File: src/rtl/input_conditioner.sv
// input_conditioner: per-channel synchronizer + debouncer giving levels, edge pulses and a wrapping change count.
// Optional long-press detection is built when CTRL_LONGPRESS_EN is defined.
module input_conditioner #(
    parameter int                  CHANNELS         = 4,
    parameter int                  SYNC_STAGES      = 2,
    parameter int                  DEBOUNCE_CYCLES  = 270000,
    parameter logic [CHANNELS-1:0] IDLE_LEVEL       = '0,
    parameter int                  LONGPRESS_CYCLES = 27000000
) (
    input  logic                clk27,
    input  logic                reset_n,
    input  logic [CHANNELS-1:0] in_async,
    output logic [CHANNELS-1:0] in_state,
    output logic [CHANNELS-1:0] rise_pulse,
    output logic [CHANNELS-1:0] fall_pulse,
    output logic [CHANNELS-1:0] long_pulse,
    output logic [7:0]          change_cnt
);
    localparam int db_w = $clog2(DEBOUNCE_CYCLES + 1);

    logic [CHANNELS-1:0] sync_q [SYNC_STAGES];
    logic [db_w-1:0]     db_cnt [CHANNELS];
    logic [CHANNELS-1:0] s;
    logic [CHANNELS-1:0] accept;

    assign s = sync_q[SYNC_STAGES-1];

    always_ff @(posedge clk27 or negedge reset_n) begin
        if (!reset_n) begin
            for (int k = 0; k < SYNC_STAGES; k++) sync_q[k] <= IDLE_LEVEL;
        end else begin
            sync_q[0] <= in_async;
            for (int k = 1; k < SYNC_STAGES; k++) sync_q[k] <= sync_q[k-1];
        end
    end

    always_comb begin
        accept = '0;
        for (int i = 0; i < CHANNELS; i++)
            accept[i] = (s[i] != in_state[i]) && (db_cnt[i] == db_w'(DEBOUNCE_CYCLES - 1));
    end

    // Any sample matching the current level restarts the count: no partial credit.
    always_ff @(posedge clk27 or negedge reset_n) begin
        if (!reset_n) begin
            for (int i = 0; i < CHANNELS; i++) db_cnt[i] <= '0;
            in_state   <= IDLE_LEVEL;
            rise_pulse <= '0;
            fall_pulse <= '0;
            change_cnt <= '0;
        end else begin
            for (int i = 0; i < CHANNELS; i++)
                db_cnt[i] <= (s[i] == in_state[i] || accept[i]) ? '0 : db_cnt[i] + 1'b1;
            in_state   <= in_state ^ accept;
            rise_pulse <= accept & s;
            fall_pulse <= accept & ~s;
            change_cnt <= change_cnt + {7'd0, |accept};
        end
    end

`ifdef CTRL_LONGPRESS_EN
    localparam int lp_w = $clog2(LONGPRESS_CYCLES + 1);

    logic [lp_w-1:0] hold_cnt [CHANNELS];

    // Hold counter saturates at the threshold so each press yields a single pulse.
    always_ff @(posedge clk27 or negedge reset_n) begin
        if (!reset_n) begin
            for (int i = 0; i < CHANNELS; i++) hold_cnt[i] <= '0;
            long_pulse <= '0;
        end else begin
            for (int i = 0; i < CHANNELS; i++) begin
                hold_cnt[i]   <= (in_state[i] == IDLE_LEVEL[i]) ? '0 :
                                 (hold_cnt[i] == lp_w'(LONGPRESS_CYCLES)) ? hold_cnt[i] : hold_cnt[i] + 1'b1;
                long_pulse[i] <= (in_state[i] != IDLE_LEVEL[i]) && (hold_cnt[i] == lp_w'(LONGPRESS_CYCLES - 1));
            end
        end
    end
`else
    assign long_pulse = '0;
`endif

endmodule

File: config.mk
export PLATFORM = sky130hd
export DESIGN_NAME = input_conditioner
export DESIGN_NICKNAME = d
export VERILOG_FILES = /design/src/rtl/input_conditioner.sv
export SDC_FILE = /design/constraint.sdc
export NUM_CORES = 1
export LEC_CHECK = 0
export ABC_AREA = 0
export ABC_CLOCK_PERIOD_IN_PS = 5150
export CAP_MARGIN = 40
export CORE_ASPECT_RATIO = 0.5
export CORE_MARGIN = 2
export CORE_UTILIZATION = 45
export CTS_CLUSTER_SIZE = 20
export DETAILED_ROUTE_END_ITERATION = 10
export SLEW_MARGIN = 20
export SYNTH_ARGS = -nofsm -noshare
export SYNTH_HDL_FRONTEND = slang
export SYNTH_SLANG_ARGS = --single-unit
File: constraint.sdc
create_clock -name clk27 -period 5.15 [get_ports clk27]
set_input_delay 1.545 -clock clk27 [delete_from_list [all_inputs] [get_ports clk27]]
set_output_delay 1.545 -clock clk27 [all_outputs]
set_load 0.05 [all_outputs]
==> results by group <==
Run status
  • Outcome: finished clean

Logic synthesis
  • Netlist Area Pre-Place: 4810 µm²
  • #FFs+latches synth: 104
  • Seq/Total Area, Yosys: 54.1%
  • Syn Area/Cell: 10.5 µm²
  • Top cells by area, synth: dfrtp_1 54%, xnor2_1 11%, nor2_1 6.6%
  • Synth area leader: dfrtp_1
  • Async S/R FF share, synth: 100%
  • EDFF count, synth: 0
  • Ys Warns: 0
  • Top_reg_cell synth: dfrtp_1
  • Cell variety after synth: 40
  • Synth Instances: 459
  • Post-synth top area share: 54.1%

Finish
  • Layout cell share with drive strength beyond 1: 6.64%
  • Core Util, Final: 53.7%
  • Antenna diodes: 0
  • Fillers: just over 900
  • Fin cells: between 600 and 700
  • Multi-input logic area: 2120 µm²
  • Area grow syn2layout: 15.3%
  • NumNets Final: 504
  • Register area: 2600 µm²

Power and ir drop
  • Power per Cell Area: 292 nW/µm²
  • Worst VDD drop: approximately 180 µV
  • Total Power: roughly 1.6 mW
  • Leak: roughly 2.2 nW

Drt
  • Initial DRT Pass Iterations: 4
  • Via/cell ratio: between 5 and 6
  • Via count: between 3000 and 4000
  • Post-route ant nets: 0
  • DRC: 0
  • Routed WL: a little under 9000 µm
  • DRT iter0 DRCs: 130
  • Wire per inst: 14.0 µm

Clock network
  • CTS Sinks: approximately 100
  • TritonCTS clock tree: built
  • CTS max path bufs: 2
  • CTS buffer count: 9
  • Post-CTS resize count: 0
  • Hold-fix buffers, CTS: 0
  • Insertion delay to the later sink of the worst-skew pair: 0.34 ns
  • Htree depth: 3
  • Post-CTS Setup Inserts: 0
  • Reg clk slew, reported paths: 0.07 ns
  • Root Buffer: clkbuf_16

Die
  • Die width: 150 µm
  • Die height: 77.1 µm
  • Standard-cell rows: 26
  • Core Box Area: 10300 µm²
  • I/O Pins: 30
  • Die area: 11600 µm²
  • Initial core utilization: around 47%

STA
  • RSZ-0062 raised after global routing: no
  • Worst hold slack: roughly 0.35 ns
  • Final setup fails: 0
  • Slew HR: 51.8%
  • Fmax: 316 MHz
  • Layout Skew: 0.00623 ns
  • Worst-Margin Slew: 0.723 ns
  • Final-report hold violation count: 0
  • Setup TNS Final: 0 ns
  • Tcrit/Tclk final: approximately three fifths
  • Final min period: 3.16 ns
  • Final Slew Violations: 0

Setup path
  • Family with the most delay on the worst path: buffers and inverters
  • Slowest CP cell: clkdlybuf4s50_1
  • CP Class: flop to primary output
  • Crit-path cells: clkdlybuf4s50_1
  • Crit path DAT: 1.61 ns
  • Worst EP required: 3.61 ns
  • Max FO, Critical Path: 6
  • Critical path buffers and inverters: 1
  • Crit end category: primary output
  • CP max stage delay: 0.84 ns
  • CP Launch Type: flop

Placed design
  • IO buf count: 25
  • Final HPWL DP: 6170 µm
  • RD Place Congestion: 0.764
  • Inst Count DP: about 620

Global routing
  • Gr usage total: between 10% and 20%
  • Antenna violations before repair: 0
  • GRT busiest layer: met2
  • Grt met1 use: a little under a quarter
  • M2 GR Usage: 26.5%
  • Largest net degree at the start of global routing: between 40 and 50
  • Vias in the first global route: between 3000 and 4000
  • First-pass GRT wire length: 15800 µm
  • Grt total ovfl: 0
  • Met3 Use GR: 4.23%

Run
  • Max Cap Violations: 0

Min path
  • Min-Delay Path Class: flop to flop
synth_stat cells (3+ instances only):
library cell  count
ha_1              6
inv_1            12
nand2_1          15
nor2_1           84
buf_4             4
nor3_1           17
or4_1             4
or4b_1            3
and3_1            7
a21oi_1           6
buf_2             4
nand4_1          26
mux2_2            4
nand3_1          25
nor4bb_1          3
dfrtp_1         104
mux2i_1           3
xor2_1           10
nor4b_1           4
nor3b_1          11
nor4_1           16
or3_1             5
xnor2_1          61
final timing paths:
kind,from,to,slack (ns),cells past startpoint
min in group asynchronous,reset_n,sync_q[7],1.16,1
hold reg to reg,sync_q[6],s[2],0.35,0
max in group asynchronous,reset_n,db_cnt[66],3.23,2
setup reg to reg,db_cnt[57],change_cnt[7],2.12,10
setup / recovery,flop,in_state[2],1.99,1
hold / removal,sync_q[6],s[2],0.35,0
final cells by class:
class                   count  share of cell area, %
clock inverters             7                   1.72
clock buffers               9                   4.06
inverters                  12                  0.813
repair buffers             28                   5.10
multi-input cells         337                   38.2
well taps                 140                   3.16
flip-flops and latches    104                   47.0
sequential cells by signal, summed over array words and instances (netlist names), named ones only:
register and cells:
rise_pulse 4, change_cnt 8, fall_pulse 4, sync_q 4
s 4, db_cnt 76
logic make-up (layout without fill, tap and decap cells):
logic type,Yosys count,in the layout,synth area share [%]
DFF,104,104,54.1
AOI/OAI and AO/OA,17,17,2.26
other,1,4,0.0780
xor gates and xnor gates,71,71,12.9
and+or+nand+nor,232,232,25.4
buffers and inverters,21,56,2.06
muxes,7,7,1.56
adders and majority gates,6,6,1.56
through the flow:
stage / setup slack (ns) / cell area [µm²]
6_report: 1.99 / 5540
3_5_place_dp: 2.10 / 5220
4_1_cts: 1.97 / 5540
2_1_floorplan: 2.29 / 4820
3_3_place_gp: 2.16 / 5200
5_1_grt: 1.93 / 5540
cells in the final DEF, fill, tap and decap left out, types with 2 or more instances in the layout:
cell type | netlist | final
dfrtp_1 | 104 | 104
nor2_1 | 84 | 84
xnor2_1 | 61 | 61
nand4_1 | 26 | 26
nand3_1 | 25 | 25
clkdlybuf4s50_1 | 0 | 24
nor3_1 | 17 | 17
nor4_1 | 16 | 16
nand2_1 | 15 | 15
inv_1 | 12 | 12
nor3b_1 | 11 | 11
xor2_1 | 10 | 10
clkbuf_16 | 0 | 9
and3_1 | 7 | 7
a21oi_1 | 6 | 6
ha_1 | 6 | 6
or3_1 | 5 | 5
or4_1 | 4 | 4
nor4b_1 | 4 | 4
mux2_2 | 4 | 4
conb_1 | 1 | 4
nor4bb_1 | 3 | 3
or4b_1 | 3 | 3
mux2i_1 | 3 | 3
buf_4 | 4 | 3
nor2b_1 | 2 | 2
or3b_2 | 2 | 2
or2_2 | 2 | 2
or2_1 | 2 | 2
a31oi_1 | 2 | 2
o21ai_2 | 2 | 2
a31o_2 | 2 | 2
o21ai_0 | 2 | 2
clkinv_2 | 0 | 2
bufinv_16 | 0 | 2
routing by layer:
layer,wire (µm),share of wire [%]
met5,0,0
met4,85,0.95
met2,4080,46
met3,260,2.9
met1,4500,50
report_power, final:
| group | total, mW | switching [mW] | leakage (nW) | internal [mW] |
|---|---|---|---|---|
| Clock | 0.726 | 0.299 | 0.156 | 0.427 |
| Combinational | 0.0530 | 0.0376 | 0.593 | 0.0154 |
| Sequential | 0.837 | 0.00969 | 1.42 | 0.827 |
| Total | 1.62 | 0.347 | 2.17 | 1.27 |
Note: power is estimated with default switching activity, not from simulation.
